$ cat src/rtl/result_wb_arbiter_if.sv
// result_wb_arbiter_if: result/branch buses between the two FU output stages,
// the writeback arbiter and the issue back-pressure logic.
// Uop layout (88b): [87:56]=result [55:49]=tagDst [48:44]=nmDst [43:37]=sqN
//                   [36:5]=pc [4:2]=flags [1]=compressed [0]=valid
// Branch bus (76b): [0]=mispredict valid, [43:37]=branch sqN
interface result_wb_arbiter_if;
   logic [75:0] IN_branch;
   logic [87:0] IN_uop0;
   logic [87:0] IN_uop1;
   logic [87:0] OUT_uop;
   logic        OUT_full0;
   logic        OUT_full1;

   // FU / branch side drives results, sees writeback and back-pressure
   modport master (
      output IN_branch, IN_uop0, IN_uop1,
      input  OUT_uop, OUT_full0, OUT_full1
   );

   // arbiter side
   modport slave (
      input  IN_branch, IN_uop0, IN_uop1,
      output OUT_uop, OUT_full0, OUT_full1
   );
endinterface

$ cat src/rtl/result_wb_arbiter.sv
// result_wb_arbiter: merges result uops from two FUs (port 0 ALU, port 1 FP mul)
// onto one registered writeback bus. Each port has a small FIFO because FUs
// cannot stall mid-pipe; the oldest valid head (by 7-bit wrapping sqN) wins,
// port 0 on a tie. Mispredicts clear younger buffered entries in place.
// Optional macro WB_BYPASS_EN: an incoming uop on an empty port may compete
// directly and reach OUT_uop on its arrival edge.

// Per-port result FIFO with in-place squash and registered almost-full.
module wb_port_fifo #(
   parameter int DEPTH        = 4,
   parameter int STALL_MARGIN = 1
) (
   input  logic        clk,
   input  logic        rst,
   input  logic [87:0] in_uop,
   input  logic        br_vld,
   input  logic [6:0]  br_sqn,
   input  logic        win,
   output logic [87:0] head_uop,
   output logic        head_ok,
   output logic        full
);
   localparam int PW = $clog2(DEPTH);
   localparam int CW = PW + 1;

   logic [DEPTH-1:0][87:0] mem;
   logic [DEPTH-1:0]       ent_vld;
   logic [PW-1:0]          rd_ptr, wr_ptr;
   logic [CW-1:0]          count, count_nxt;
   logic                   enq_req, enq, pop, stored_ok, byp;

   // x is younger than b when the 7-bit wrapped difference is strictly positive
   function automatic logic younger(input logic [6:0] x, input logic [6:0] b);
      logic [6:0] d;
      d = x - b;
      return !d[6] && (d != 7'd0);
   endfunction

   assign enq_req   = in_uop[0] && !(br_vld && younger(in_uop[43:37], br_sqn));
   // a head squashed this very cycle is treated as invalid and dropped
   assign stored_ok = (count != '0) && ent_vld[rd_ptr]
                      && !(br_vld && younger(mem[rd_ptr][43:37], br_sqn));
`ifdef WB_BYPASS_EN
   assign byp       = enq_req && (count == '0);
`else
   assign byp       = 1'b0;
`endif
   assign head_ok   = byp || stored_ok;
   assign head_uop  = byp ? in_uop : mem[rd_ptr];
   // invalid heads drain one per cycle without producing output
   assign pop       = (count != '0) && (!stored_ok || win);
   // a full FIFO refuses the write even if the head pops this cycle
   assign enq       = enq_req && !(byp && win) && (count != CW'(DEPTH));
   assign count_nxt = count + CW'(enq) - CW'(pop);

   // pointers, entry valids (flush in place), count and registered full flag
   always_ff @(posedge clk) begin
      if (rst) begin
         ent_vld <= '0;
         rd_ptr  <= '0;
         wr_ptr  <= '0;
         count   <= '0;
         full    <= 1'b0;
      end else begin
         if (br_vld)
            for (int i = 0; i < DEPTH; i++)
               if (younger(mem[i][43:37], br_sqn)) ent_vld[i] <= 1'b0;
         if (pop) begin
            ent_vld[rd_ptr] <= 1'b0;
            rd_ptr          <= rd_ptr + PW'(1);
         end
         if (enq) begin
            ent_vld[wr_ptr] <= 1'b1;
            wr_ptr          <= wr_ptr + PW'(1);
         end
         count <= count_nxt;
         full  <= (CW'(DEPTH) - count_nxt) <= CW'(STALL_MARGIN);
      end
   end

   // payload storage; contents are qualified by ent_vld and count, so no reset
   always_ff @(posedge clk) begin
      if (enq) mem[wr_ptr] <= in_uop;
   end

`ifndef SYNTHESIS
   // issue must honour the full flag; a write into a full FIFO loses a result
   always_ff @(posedge clk) begin
      if (!rst && enq_req && (count == CW'(DEPTH)))
         $error("wb_port_fifo: enqueue into full FIFO, uop dropped");
   end
`endif
endmodule

module result_wb_arbiter #(
   parameter int DEPTH        = 4,
   parameter int STALL_MARGIN = 1
) (
   input logic                clk,
   input logic                rst,
   result_wb_arbiter_if.slave wb
);
   localparam int NUM_PORTS = 2;

   logic [NUM_PORTS-1:0][87:0] in_uop, head_uop;
   logic [NUM_PORTS-1:0]       head_ok, win, full;
   logic [87:0]                out_q;
   logic [6:0]                 age_d;
   logic                       unused_br;

   assign in_uop[0] = wb.IN_uop0;
   assign in_uop[1] = wb.IN_uop1;
   // only the valid bit and branch sqN of the branch bus matter here
   assign unused_br = ^{wb.IN_branch[75:44], wb.IN_branch[36:1]};

   for (genvar p = 0; p < NUM_PORTS; p++) begin : g_port
      wb_port_fifo #(.DEPTH(DEPTH), .STALL_MARGIN(STALL_MARGIN)) u_fifo (
         .clk      (clk),
         .rst      (rst),
         .in_uop   (in_uop[p]),
         .br_vld   (wb.IN_branch[0]),
         .br_sqn   (wb.IN_branch[43:37]),
         .win      (win[p]),
         .head_uop (head_uop[p]),
         .head_ok  (head_ok[p]),
         .full     (full[p])
      );
   end

   assign age_d = head_uop[0][43:37] - head_uop[1][43:37];

   // oldest-first pick; port 0 wins when its sqN is older or equal
   always_comb begin
      win = '0;
      if (head_ok[0] && (!head_ok[1] || age_d[6] || (age_d == 7'd0)))
         win[0] = 1'b1;
      else if (head_ok[1])
         win[1] = 1'b1;
   end

   // writeback register; payload holds when idle, only the valid bit drops
   always_ff @(posedge clk) begin
      if (rst)
         out_q <= '0;
      else if (win[0])
         out_q <= {head_uop[0][87:1], 1'b1};
      else if (win[1])
         out_q <= {head_uop[1][87:1], 1'b1};
      else
         out_q[0] <= 1'b0;
   end

   assign wb.OUT_uop   = out_q;
   assign wb.OUT_full0 = full[0];
   assign wb.OUT_full1 = full[1];
endmodule
$ cat src/flat_wrapper.sv
// flat-port wrapper written by rule: the top's interface ports become plain ports
module result_wb_arbiter_flat 
#(
   parameter int DEPTH        = 4,
   parameter int STALL_MARGIN = 1
)
  (clk, rst, wb_IN_branch, wb_IN_uop0, wb_IN_uop1, wb_OUT_uop, wb_OUT_full0, wb_OUT_full1);
  result_wb_arbiter_if wb_i ();
  input logic clk;
  input logic rst;
  input wire logic [$bits(wb_i.IN_branch)-1:0] wb_IN_branch;
  input wire logic [$bits(wb_i.IN_uop0)-1:0] wb_IN_uop0;
  input wire logic [$bits(wb_i.IN_uop1)-1:0] wb_IN_uop1;
  output wire logic [$bits(wb_i.OUT_uop)-1:0] wb_OUT_uop;
  output wire logic [$bits(wb_i.OUT_full0)-1:0] wb_OUT_full0;
  output wire logic [$bits(wb_i.OUT_full1)-1:0] wb_OUT_full1;
  assign wb_i.IN_branch = wb_IN_branch;
  assign wb_i.IN_uop0 = wb_IN_uop0;
  assign wb_i.IN_uop1 = wb_IN_uop1;
  assign wb_OUT_uop = wb_i.OUT_uop;
  assign wb_OUT_full0 = wb_i.OUT_full0;
  assign wb_OUT_full1 = wb_i.OUT_full1;
  result_wb_arbiter #(.DEPTH(DEPTH), .STALL_MARGIN(STALL_MARGIN)) u_core (.clk(clk), .rst(rst), .wb(wb_i));
endmodule
$ cat config.mk
export PLATFORM = sky130hd
export DESIGN_NAME = result_wb_arbiter_flat
export DESIGN_NICKNAME = d
export VERILOG_FILES = /design/src/rtl/result_wb_arbiter_if.sv /design/src/rtl/result_wb_arbiter.sv /design/src/flat_wrapper.sv
export SDC_FILE = /design/constraint.sdc
export NUM_CORES = 1
export LEC_CHECK = 0
export BUFFER_PORTS_ARGS = -buffer_cell sky130_fd_sc_hd__buf_4
export CAP_MARGIN = 20
export CELL_PAD_IN_SITES_DETAIL_PLACEMENT = 0
export CELL_PAD_IN_SITES_GLOBAL_PLACEMENT = 1
export CORE_UTILIZATION = 44
export DETAILED_ROUTE_END_ITERATION = 10
export PLACE_DENSITY = 0.81
export SLEW_MARGIN = 20
export SYNTH_ARGS = -nofsm -noshare
export SYNTH_HDL_FRONTEND = slang
export SYNTH_HIERARCHICAL = 1
export SYNTH_SLANG_ARGS = --single-unit
$ cat constraint.sdc
create_clock -name clk -period 12.3 [get_ports clk]
set_clock_uncertainty 0.1 [all_clocks]
set_input_delay 1.23 -clock clk [delete_from_list [all_inputs] [get_ports clk]]
set_output_delay 1.23 -clock clk [all_outputs]
set_load 0.01 [all_outputs]
## Word-level counts from Yosys, hierarchy flattened

Cells that the tools add are included.

- $add $sub $neg: 23
- $lt $le $gt $ge: 10
- Equality and inequality tests: 2
- Muxes and demuxes: 46
- Bitwise gates (word level): 6
- Reductions and logical operators: 69

Operator list:

| operator | number |
|---|---|
| $bwmux W352 | 2 |
| $mux W88 | 5 |
| $bmux W88 S2 | 2 |
| $demux W88 S2 | 2 |
| $sub A7 B7 Y7 | 13 |
| $mux W87 | 1 |
| $reduce_bool A7 Y1 | 12 |
| $mux W4 | 10 |
| $logic_and A1 B1 Y1 | 31 |
| $logic_not A1 Y1 | 18 |
| $mux W1 | 18 |
| $lt A2 B3 Y1 const B | 4 |
| $add A2 B1 Y2 const B | 4 |
| $and A4 B4 Y4 | 2 |
| $demux W1 S2 | 4 |
| $ge A2 B1 Y1 const B | 4 |
| $not A4 Y4 | 2 |
| $or A4 B4 Y4 | 2 |
| $logic_not A7 Y1 | 1 |
| $add A3 B1 Y3 | 2 |
| $le A3 B1 Y1 const B | 2 |
| $ne A3 B3 Y1 const B | 2 |
| $reduce_bool A3 Y1 | 2 |
| $sub A3 B1 Y3 | 2 |
| other kinds (4) | 9 |

- Bits in registers: 816
- Bits of input ports: 254
- Output and inout bits: 90
- Logic and storage cells: 176

## Logic depth before layout (Yosys ltp)

Gate-level depths: netlist of run 1.

- Depth in word-level cells: 19
- Depth in mapped cells: 31
- Depth with buffers taken out: 29

## Modules after synthesis

The synthesis of run 1 kept the hierarchy.

Modules (own cells, without submodules):

| module | times used | cells an instance | area each (um^2) | seq. area each (um^2) |
|---|---|---|---|---|
| wb_port_fifo at u_core.g_port[0].u_fifo | 1 | 767 | 15046.9 | 10810.4 |
| wb_port_fifo at u_core.g_port[1].u_fifo | 1 | 761 | 15008.1 | 10810.4 |
| result_wb_arbiter | 1 | 536 | 4672.0 | 1761.7 |

## Worst setup path after synthesis of run 1

No wires, ideal clock.

- Path kind: in2reg
- From: input wb_IN_branch[38]
- To: register u_core/g_port[1].u_fifo/mem[0] (netlist bit), enable pin
- Setup time: 0.536 ns
- Arrival: 6.630 ns
- Required time: 11.664 ns
- Path slack: 5.034 ns
- Stages on the path: 8
- Buffers on the path: 0
- Cell sequence: inv_1 -> ha_1 -> nor2b_1 -> o21a_1 -> a2111o_1 -> a2111oi_2 -> o311ai_4 -> nor2_1

- Cells in the longest elaborated chain, start to end: 7
- Elaborated cells between the ends (all ways): 8
- Those cells by class: 1 x add/sub; 7 x reduce/logical

RTL lines:

| item | RTL line | source |
|---|---|---|
| start, declared | flat_wrapper.sv:11 | `input wire logic [$bits(wb_i.IN_branch)-1:0] wb_IN_branch;` |
| $sub A7 B7 Y7 * | result_wb_arbiter.sv:35 | `d = x - b;` |
| $reduce_bool A7 Y1 / $logic_not A1 Y1 (equally long branches) | result_wb_arbiter.sv:36 | `return !d[6] && (d != 7'd0);` |
| $logic_and A1 B1 Y1 * | result_wb_arbiter.sv:36 |  |
| $logic_and A1 B1 Y1 * | result_wb_arbiter.sv:39 | `assign enq_req = in_uop[0] && !(br_vld && younger(in_uop[43:37], br_sqn));` |
| $logic_not A1 Y1 * | result_wb_arbiter.sv:39 |  |
| $logic_and A1 B1 Y1 * | result_wb_arbiter.sv:39 |  |
| $logic_and A1 B1 Y1 * | result_wb_arbiter.sv:53 | `assign enq = enq_req && !(byp && win) && (count != CW'(DEPTH));` |
| end signal, assigned by index | result_wb_arbiter.sv:83 | `if (enq) mem[wr_ptr] <= in_uop;` |
| end, declared | result_wb_arbiter.sv:26 | `logic [DEPTH-1:0][87:0] mem;` |

Mark *: on every way between the ends. The rest lies on a longest branch, timed or not.
A chain may end at the register's enable or synchronous reset.

==> qor.csv, run 1 <==
stage,metric,value,unit
sta,fmax,129.4,MHz
cts,clock_sink_count,808,
layout,area_growth,18.03,%
cts,worst_skew_pair.late_latency,0.64,ns
layout,postLayoutCellArea,40650,um^2
power,p_comb_frac,0.293,
power,p_seq_frac,0.400,
route,routed_wl,88250,um
power,p_clk_frac,0.306,
route,drtIter0Drc,1419,
yosys,synthesis.nets,2425,
layout,drive_gt1_frac,0.2631,
cts,cts_root_buf,clkbuf_16,
floorplan,pin_count,344,
layout,num-nets-final,2723,
worst_setup_path,critPathKind,flop to flop,
floorplan,die_x,281.8,um
job,max-cap-violations,0,
min_path,hold_start,u_core/g_port[0].u_fifo/wr_ptr[1],
place,place_congestion,0.8625,
cts,cts-resized-gates,0,
yosys,syn_area_per_cell,16.77,um^2
route,ant_nets,0,
place,placed_area,37590,um^2
global_routing,overflow,0,
global_routing,antenna_found_initial,14,
route,vias_per_cell,5.691,
power,power.internal,6.157,mW
floorplan,start_util,0.4446,
power,p_sw,2.751,mW
cts,cts.path.max_buffers,3,
sta,relSlewSlack,0.3244,
yosys,synthCells,2054,
worst_setup_path,crit_path_start_kind,flop,
layout,fillCellCount,6260,
cts,h-tree-depth,3,
floorplan,dieArea,79400,um^2
sta,period_share,0.6283,
power,max-vdd-ir-drop,0.1767,mV
route,avgRoutedWirePerCell,25.42,um
route,first_pass_iters,5,
cts,clk_pin_slew,0.06,ns
place,dp_hpwl,54240,um
yosys,yosysWarnings,6,
worst_setup_path,critPathRequiredTime,12.74,ns
run_status,status,"finished, final reports clean",
sta,slew_viol_final,0,
route,drc,0,
cts,post-cts-setup-buffer-count,0,
global_routing,grt.total_usage,0.2244,
min_path,min_path_type,flop to flop,
worst_setup_path,endpoint_kind,flop,
global_routing,grt_pass1_wl,130500,um
worst_setup_path,cpPeakStageDelay,0.96,ns
cts,cts_buffers,86,
sta,rsz0062_at_grt,no,
cts,cts_tree,built,
worst_setup_path,crit_start,u_core/g_port[1].u_fifo/rd_ptr[1],
power,switching_share,0.3088,
yosys,syn-cell-area,34440,um^2
place,port_buffers,275,
worst_setup_path,cp_max_fo,48,
worst_setup_path,crit_top_cell,inv_1,
worst_setup_path,r2r-start,u_core/g_port[1].u_fifo/rd_ptr[1],
global_routing,grt_pass1_vias,20730,
layout,final_cell_count_no_fill,3471,
sta,finalCriticalPeriod,7.728,ns
cts,cts_hold_buf,0,
worst_setup_path,crit_arrival,8.17,ns
place,dp_cells,3304,
floorplan,rows,102,
sta,tightest_slew,1.012,ns
power,p_leak,14.29,nW
sta,setup-tns-final,0,ns
floorplan,fp.dieH,281.8,um
worst_setup_path,critical_path.slowest_cell,clkinv_2,
sta,setup_viol,0,
sta,hold_viol,0,
floorplan,coreArea,77470,um^2
global_routing,grt_start_max_net_pins,54,
route,vias,19760,
power,powerDensity,219.1,nW/um^2
[layout by cell type, fill, tap and decap left out, types with 29 or more instances in the layout]
cell type	instances
a221o_1	81
dfxtp_1	108
buf_4	301
xnor2_1	34
nor2_1	146
mux4_2	176
nor2b_1	29
a21oi_1	122
inv_1	94
and2_1	85
edfxtp_1	696
clkbuf_16	87
ha_1	102
o21ai_0	38
[routing by layer]
layer  vias to the layer above  part of all wire  GRT usage
li1                       8730                 -          -
met3                       170             0.074    0.05328
met1                     10160              0.40     0.2877
met5                         -           0.00086          0
met4                        12             0.027    0.07400
met2                       688              0.49     0.3750
[through the flow]
| step | setup slack [ns] | util | hold slack [ns] | total power [mW] |
|---|---|---|---|---|
| 2_1_floorplan | 5.077 | - | 0.3677 | 5.375 |
| 3_3_place_gp | 4.284 | 0.4852 | 0.3805 | 6.177 |
| 3_5_place_dp | 4.276 | 0.4852 | 0.4037 | 6.247 |
| 4_1_cts | 4.504 | 0.5246 | 0.4133 | 8.990 |
| 5_1_grt | 4.088 | 0.5247 | 0.4484 | 9.331 |
| 6_report | 4.572 | 0.5248 | 0.4213 | 8.908 |
[area by class of cell]
class | count | area [um^2] | area share
sequential | 808 | 23160 | 0.5697
multi-input combinational | 1060 | 10510 | 0.2586
clock buffer | 124 | 2446 | 0.06017
timing repair buffer | 301 | 2260 | 0.05559
tap | 1040 | 1301 | 0.03201
clock inverter | 37 | 601.8 | 0.01480
inverter | 95 | 357.8 | 0.008803
antenna | 6 | 15.01 | 0.0003693
[registers in the layout (all words and copies together) (netlist names)]
register and flops:
u_core/g_port.u_fifo/mem 696, u_core/wb.OUT_uop 88, u_core/g_port.u_fifo/ent_vld 8, u_core/g_port.u_fifo/count 6, u_core/g_port.u_fifo/rd_ptr 4, u_core/g_port.u_fifo/wr_ptr 4, u_core/g_port.u_fifo/full 2
[critical path, delay by kind of cell, from the launching register on]
kind | cells | cell delay [ns]
AO/OA/AOI/OAI | 6 | 1.05
adder cells (fa/ha/maj) | 6 | 1.68
buffers and inverters | 10 | 2.61
flip-flops | 1 | 0.89
multiplexers | 1 | 0.49
AND/OR/NAND/NOR | 6 | 0.76
[power groups by stage]
stage	sequential [mW]	clock [mW]	combinational, mW
after CTS	3.57	2.78	2.63
after detailed placement	3.62	0	2.62
after floorplan	3.56	0	1.82
final	3.57	2.73	2.61
after global routing	3.60	2.89	2.84
after global placement	3.61	0	2.57
[final timing paths]
path / endpoint / slack [ns] / depth (start not counted)
setup / recovery: u_core/g_port[1].u_fifo/full / 4.57 / 29
hold / removal: u_core/g_port[0].u_fifo/wr_ptr[1] / 0.42 / 2
setup reg to reg: u_core/g_port[1].u_fifo/full / 4.57 / 29
hold reg to reg: u_core/g_port[0].u_fifo/wr_ptr[1] / 0.42 / 2
Note: power is estimated with default switching activity, not from simulation.
==> run 2: changes to the inputs <==
Settings changed: ABC_AREA from default to 1, CORE_UTILIZATION 44 to 43, PLACE_DENSITY 0.81 to 0.86.
Clock period 12.3 ns to 6.63 ns, I/O delays scaled along.
==> run 2 against run 1 <==
Compared with the run above: routed wire length is 5.5% higher; setup slack worse by 3.7 ns; clock-buffer cell count is 1 higher; non-clock buffer count is 9 higher; core utilization is 1.2 points lower; via count is 24% higher; first-iteration DRC count is 8.1% higher; synthesized cell count is 59% higher; sequential cell count stayed put; maximum frequency is 33% higher; sequential share of layout area is 1.2 points lower; critical path depth is 3 higher; largest cell class unchanged.
==> qor.csv, run 2 <==
stage,metric,value,unit,change
global_routing,grt_pass1_wl,138700,um,+6.3%
power,p_total,17.20,mW,+93%
sta,slew_viol_final,0,,unchanged
cts,cts_buffers,87,,+1.2%
route,routed_wl,93140,um,+5.5%
yosys,synthCells,3259,,+59%
cts,cts.path.max_buffers,3,,unchanged
min_path,hold_start,wb_IN_uop1[49],,
route,vias_per_cell,5.287,,-7.1%
place,dp_hpwl,56820,um,+4.8%
route,vias,24520,,+24%
route,avgRoutedWirePerCell,20.09,um,-21%
floorplan,rows,104,,+2.0%
global_routing,overflow,0,,unchanged
cts,clk_pin_slew,0.06,ns,about the same
layout,layout_commonest_cell,edfxtp_1,,
worst_setup_path,r2r-end,u_core/g_port[0].u_fifo/full,,
worst_setup_path,crit_start,u_core/g_port[1].u_fifo/rd_ptr[0],,
global_routing,grt_pass1_vias,24080,,+16%
cts,clock_sink_count,808,,unchanged
worst_setup_path,crit_end,u_core/g_port[0].u_fifo/full,,
global_routing,grt.total_usage,0.2210,,-0.003359
worst_setup_path,r2r_slack,0.84,ns,-3.73 ns
min_path,min_path_type,input port to flop,,
worst_setup_path,cp_max_fo,41,,-15%
worst_setup_path,reg2regPathDepth,32,,+10%
worst_setup_path,critPathKind,flop to flop,,
worst_setup_path,path_buf_inv,9,,-1
layout,area_growth,17.07,%,
worst_setup_path,critical_path.slowest_cell,a21boi_0,,
worst_setup_path,crit_top_cell,inv_1,,
global_routing,antenna_found_initial,22,,+8
yosys,syn-cell-area,35490,um^2,+3.0%
cts,worst_skew_pair.late_latency,0.64,ns,about the same
layout,regMostFlops,u_core/g_port.u_fifo/mem,,
floorplan,dieArea,83680,um^2,+5.4%
sta,setup-tns-final,0,ns,unchanged
worst_setup_path,endpoint_kind,flop,,
sta,rsz0062_at_grt,no,,
floorplan,die_x,289.3,um,+2.7%
layout,num-nets-final,3861,,+42%
cts,h-tree-depth,3,,unchanged
route,first_pass_iters,5,,unchanged
layout,drive_gt1_frac,0.1439,,-0.1192
floorplan,fp.dieH,289.3,um,+2.7%
sta,hold_viol,0,,unchanged
worst_setup_path,cpPeakStageDelay,0.55,ns,-0.41 ns
yosys,syn_area_per_cell,10.89,um^2,-35%
route,drtIter0Drc,1534,,+8.1%
place,place_congestion,0.8613,,-0.14%
floorplan,pin_count,344,,unchanged
floorplan,coreArea,81070,um^2,+4.6%
sta,setup_viol,0,,unchanged
sta,tightest_slew,1.142,ns,+0.1303 ns
sta,relSlewSlack,0.2383,,-0.08611
power,powerDensity,413.9,nW/um^2,+89%
place,placed_area,38530,um^2,+2.5%
layout,ff_latch_area,23160,um^2,unchanged
cts,cts_tree,built,,
route,ant_nets,0,,unchanged
run_status,status,"finished, final reports clean",,
floorplan,start_util,0.4377,,-0.006877
worst_setup_path,critPathRequiredTime,7.08,ns,-5.66 ns
global_routing,grt_start_max_net_pins,97,,+80%
worst_setup_path,crit_arrival,6.24,ns,-1.93 ns
sta,period_share,0.8733,,+0.2450
cts,cts_root_buf,clkbuf_16,,
place,port_buffers,275,,unchanged
yosys,yosysWarnings,6,,unchanged
job,max-cap-violations,0,,unchanged
layout,largest_reg_flops,696,,unchanged
power,p_leak,16.37,nW,+15%
worst_setup_path,path_depth,32,,+10%
sta,finalCriticalPeriod,5.790,ns,-1.938 ns
sta,fmax,172.7,MHz,+33%
layout,final_cell_mix,"edfxtp_1 (696), nand2_1 (427), nor2_1 (406)",,
worst_setup_path,crit_family,adder cells,,
route,drc,0,,unchanged
yosys,synthesis.nets,3630,,+50%
worst_setup_path,crit_path_start_kind,flop,,
layout,postLayoutCellArea,41540,um^2,+2.2%
cts,cts_hold_buf,0,,unchanged
layout,multi_input_area,10380,um^2,-1.3%
cts,cts-resized-gates,0,,unchanged
worst_setup_path,r2r-start,u_core/g_port[1].u_fifo/rd_ptr[0],,
cts,post-cts-setup-buffer-count,0,,unchanged
power,max-vdd-ir-drop,0.2798,mV,+58%
layout,fillCellCount,7130,,+14%
==> run 2: final cells by class <==
class / count / area share
Antenna cell: 12 / 0.0007229
Clock buffer: 125 / 0.05973
Clock inverter: 39 / 0.01157
Inverter: 329 / 0.03060
Multi-Input combinational cell: 1954 / 0.2499
Sequential cell: 808 / 0.5575
Tap cell: 1060 / 0.03193
Timing Repair Buffer: 310 / 0.05813
==> run 2: metal layers <==
metal,vias to the layer above,share of wire,global-route usage
met4,26,0.029,0.07618
li1,11820,-,-
met5,-,0.0020,0
met1,11820,0.42,0.2777
met2,661,0.47,0.3678
met3,193,0.079,0.05874
==> run 2: power breakdown <==
part / leakage [nW] / switching [mW] / internal (mW)
Combinational: 7.67 / 3.79 / 1.89
Sequential: 7.26 / 0.362 / 6.21
Clock: 1.44 / 1.96 / 2.97
Total: 16.4 / 6.12 / 11.1
==> run 2: worst min-delay path by stage <==
| stage | cells after the start | to | slack, ns |
|---|---|---|---|
| detailed placement | 2 | u_core/wb.OUT_uop[87] | 0.34 |
| global placement | 2 | u_core/wb.OUT_uop[86] | 0.34 |
| global route | 1 | u_core/g_port[0].u_fifo/mem[145] | 0.09 |
| finish | 1 | u_core/g_port[1].u_fifo/mem[225] | 0.12 |
| floorplan | 2 | u_core/wb.OUT_uop[10] | 0.38 |
| CTS | 1 | u_core/g_port[0].u_fifo/mem[51] | 0.08 |
==> run 2: metrics by stage <==
stage | instances | hold WS [ns] | setup WS [ns] | util
2_1_floorplan | 3259 | 0.3761 | 1.181 | -
3_3_place_gp | 4460 | 0.3400 | 0.9183 | 0.4753
3_5_place_dp | 4460 | 0.3410 | 0.8208 | 0.4753
4_1_cts | 4624 | 0.08161 | 0.7535 | 0.5118
5_1_grt | 4631 | 0.08750 | 0.2892 | 0.5122
6_report | 4637 | 0.1235 | 0.8401 | 0.5124
==> run 3: changes to the inputs <==
Settings changed: CORE_UTILIZATION 43 to 44, PLACE_DENSITY 0.86 to 0.85.
Clock period 6.63 ns to 5.6 ns, I/O delays scaled along.
==> run 3 against run 2 <==
Compared with the run above: final area up 3.9%; sequential power up 17%; clock power grew 19%; sequential cell count did not move; setup slack lost 0.43 ns; critical path type unchanged; die area fell by 2.3%; critical path depth is 3 lower; highest routed layer unchanged.
==> qor.csv, run 3 (synthesized netlist as in run 2, its figures left out) <==
stage,metric,value,unit,change
run_status,status,"finished, final reports clean",,
place,post-place-ws,0.3587,ns,-0.4621 ns
floorplan,pin_count,344,,unchanged
layout,largest_reg_flops,696,,unchanged
worst_setup_path,r2r-start,u_core/g_port[1].u_fifo/rd_ptr[1],,
route,top_layer_used,met5,,
sta,setup_ws,0.4100,ns,-0.4301 ns
cts,worst_skew_pair.late_latency,0.64,ns,about the same
cts,h-tree-depth,3,,unchanged
layout,fillCellCount,6800,,-4.6%
cts,cts.path.max_buffers,3,,unchanged
global_routing,overflow,0,,unchanged
worst_setup_path,critical_path.slowest_cell,fa_1,,
worst_setup_path,endpoint_kind,flop,,
route,wl_met2,45720,um,+3.6%
worst_setup_path,r2r-end,u_core/g_port[0].u_fifo/full,,
min_path,hold_start,wb_IN_uop1[7],,
floorplan,coreArea,79390,um^2,-2.1%
route,drtIter0Drc,1785,,+16%
sta,setup_viol,0,,unchanged
route,vias_per_cell,5.294,,+0.14%
sta,setup-tns-final,0,ns,unchanged
place,place_congestion,0.8282,,-3.8%
route,routed_wl,93640,um,+0.54%
power,max-vdd-ir-drop,0.3246,mV,+16%
sta,fmax,192.7,MHz,+12%
place,port_buffers,275,,unchanged
worst_setup_path,crit_arrival,5.63,ns,-0.61 ns
route,ant_nets,0,,unchanged
worst_setup_path,cp_max_fo,37,,-9.8%
route,drc,0,,unchanged
power,p_leak,17.07,nW,+4.3%
route,vias,25270,,+3.1%
cts,cts_buffers,85,,-2.3%
global_routing,grt.total_usage,0.2272,,+0.006239
route,wl_met1,39520,um,+2.0%
sta,relSlewSlack,0.2586,,+0.02022
floorplan,rows,103,,-0.96%
cts,clock_sink_count,808,,unchanged
worst_setup_path,r2r_slack,0.41,ns,-0.43 ns
floorplan,start_util,0.4470,,+0.009272
sta,period_share,0.9268,,+0.05349
floorplan,fp.dieH,286.0,um,-1.1%
worst_setup_path,critPathKind,flop to flop,,
place,dp_cells,4470,,+0.22%
job,max-cap-violations,0,,unchanged
cts,post-cts-setup-buffer-count,0,,unchanged
cts,cts_root_buf,clkbuf_16,,
sta,finalCriticalPeriod,5.190,ns,-0.5999 ns
sta,hold_viol,0,,unchanged
global_routing,grt_pass1_wl,142800,um,+3.0%
route,avgRoutedWirePerCell,19.62,um,-2.3%
floorplan,dieArea,81790,um^2,-2.3%
worst_setup_path,critPathRequiredTime,6.04,ns,-1.04 ns
layout,final_cell_mix,"edfxtp_1 (696), nand2_1 (427), nor2_1 (406)",,
worst_setup_path,reg2regPathDepth,29,,-9.4%
power,powerDensity,475.8,nW/um^2,+15%
layout,drive_gt1_frac,0.1454,,+0.001536
cts,clk_pin_slew,0.06,ns,about the same
worst_setup_path,crit_path_start_kind,flop,,
worst_setup_path,cpPeakStageDelay,0.52,ns,-0.03 ns
min_path,holdPathStages,1,,unchanged
sta,slew_viol_final,0,,unchanged
layout,area_growth,21.58,%,
layout,final_cell_count_no_fill,4773,,+2.9%
global_routing,grt_pass1_vias,24810,,+3.1%
sta,rsz0062_at_grt,no,,
layout,regMostFlops,u_core/g_port.u_fifo/mem,,
worst_setup_path,crit_top_cell,ha_1,,
sta,tightest_slew,1.112,ns,-0.03033 ns
floorplan,die_x,286.0,um,-1.1%
global_routing,grt_start_max_net_pins,108,,+11%
layout,num-nets-final,4011,,+3.9%
place,dp_hpwl,57770,um,+1.7%
route,first_pass_iters,5,,unchanged
route,dr_wl_met3,6303,um,-14%
layout,post-route-util,0.5434,,+0.03101
power,p_total,20.53,mW,+19%
min_path,worstHoldEndpoint,u_core/g_port[1].u_fifo/mem[7],,
layout,layout_commonest_cell,edfxtp_1,,
global_routing,antenna_found_initial,14,,-36%
min_path,min_path_type,input port to flop,,
cts,cts_tree,built,,
-- run 3: cell count changes in the layout (fill, tap and decap cells not counted), moves of 3 or more --
cell | previous run | this run
buf_12 | 7 | 12
buf_4 | 303 | 314
buf_6 | 0 | 3
clkbuf_1 | 23 | 15
clkbuf_16 | 88 | 85
clkinv_16 | 0 | 3
clkinv_4 | 3 | 6
dlygate4sd3_1 | 0 | 132
-- run 3: routing by layer --
metal  GRT usage  vias to the layer above
li1            -                    12140
met1      0.2982                    12200
met2      0.3885                      760
met3     0.03692                      152
met4     0.06364                       20
met5           0                        -
-- run 3: how the worst max path moves through the flow --
stage	cells after the start	slack, ns	end	from
2_1_floorplan	36	0.15	u_core/g_port[0].u_fifo/full	u_core/g_port[1].u_fifo/rd_ptr[0]
3_3_place_gp	32	0.45	u_core/g_port[0].u_fifo/full	u_core/g_port[1].u_fifo/rd_ptr[0]
3_5_place_dp	32	0.36	u_core/g_port[0].u_fifo/full	u_core/g_port[1].u_fifo/rd_ptr[0]
4_1_cts	32	0.30	u_core/g_port[0].u_fifo/full	u_core/g_port[1].u_fifo/rd_ptr[0]
5_1_grt	28	0.03	u_core/g_port[1].u_fifo/full	u_core/g_port[0].u_fifo/rd_ptr[0]
6_report	29	0.41	u_core/g_port[0].u_fifo/full	u_core/g_port[1].u_fifo/rd_ptr[1]
-- run 3: where the power goes --
| group | switching (mW) | internal, mW |
|---|---|---|
| combinational | 4.59 | 2.36 |
| sequential | 0.342 | 7.36 |
| clock | 2.40 | 3.48 |
-- run 3: per-stage QoR --
| stage | area [um^2] | hold WS, ns |
|---|---|---|
| 6_report | 43140 | 0.03096 |
| 5_1_grt | 43120 | 0.005181 |
| 4_1_cts | 43070 | 0.000001554 |
| 3_5_place_dp | 38740 | 0.3422 |
| 3_3_place_gp | 38740 | 0.3395 |
| 2_1_floorplan | 35490 | 0.3761 |
-- run 3: worst max-delay path: cells and delay by family (launching register included) --
| family | cells | cell delay [ns] |
|---|---|---|
| adder cells (fa/ha/maj) | 5 | 1.58 |
| buffers and inverters | 6 | 0.70 |
| AND/OR/NAND/NOR | 12 | 1.17 |
| AO/OA/AOI/OAI | 6 | 1.19 |
| flip-flops | 1 | 0.35 |
-- run 3: final cells by class --
type,count,area (um^2),area share
multi-input combinational,1954,10390,0.2408
tap,1050,1314,0.03045
inverter,329,1270,0.02944
timing repair buffer,462,3980,0.09226
clock inverter,44,604.3,0.01401
clock buffer,116,2404,0.05571
antenna,10,25.02,0.0005800
sequential,808,23160,0.5368
-- run 3: what timing repair did --
action	in CTS	in global routing
resized for setup	0	2
setup endpoints to repair	0	2
hold endpoints to repair	498	0
hold buffers	132	0
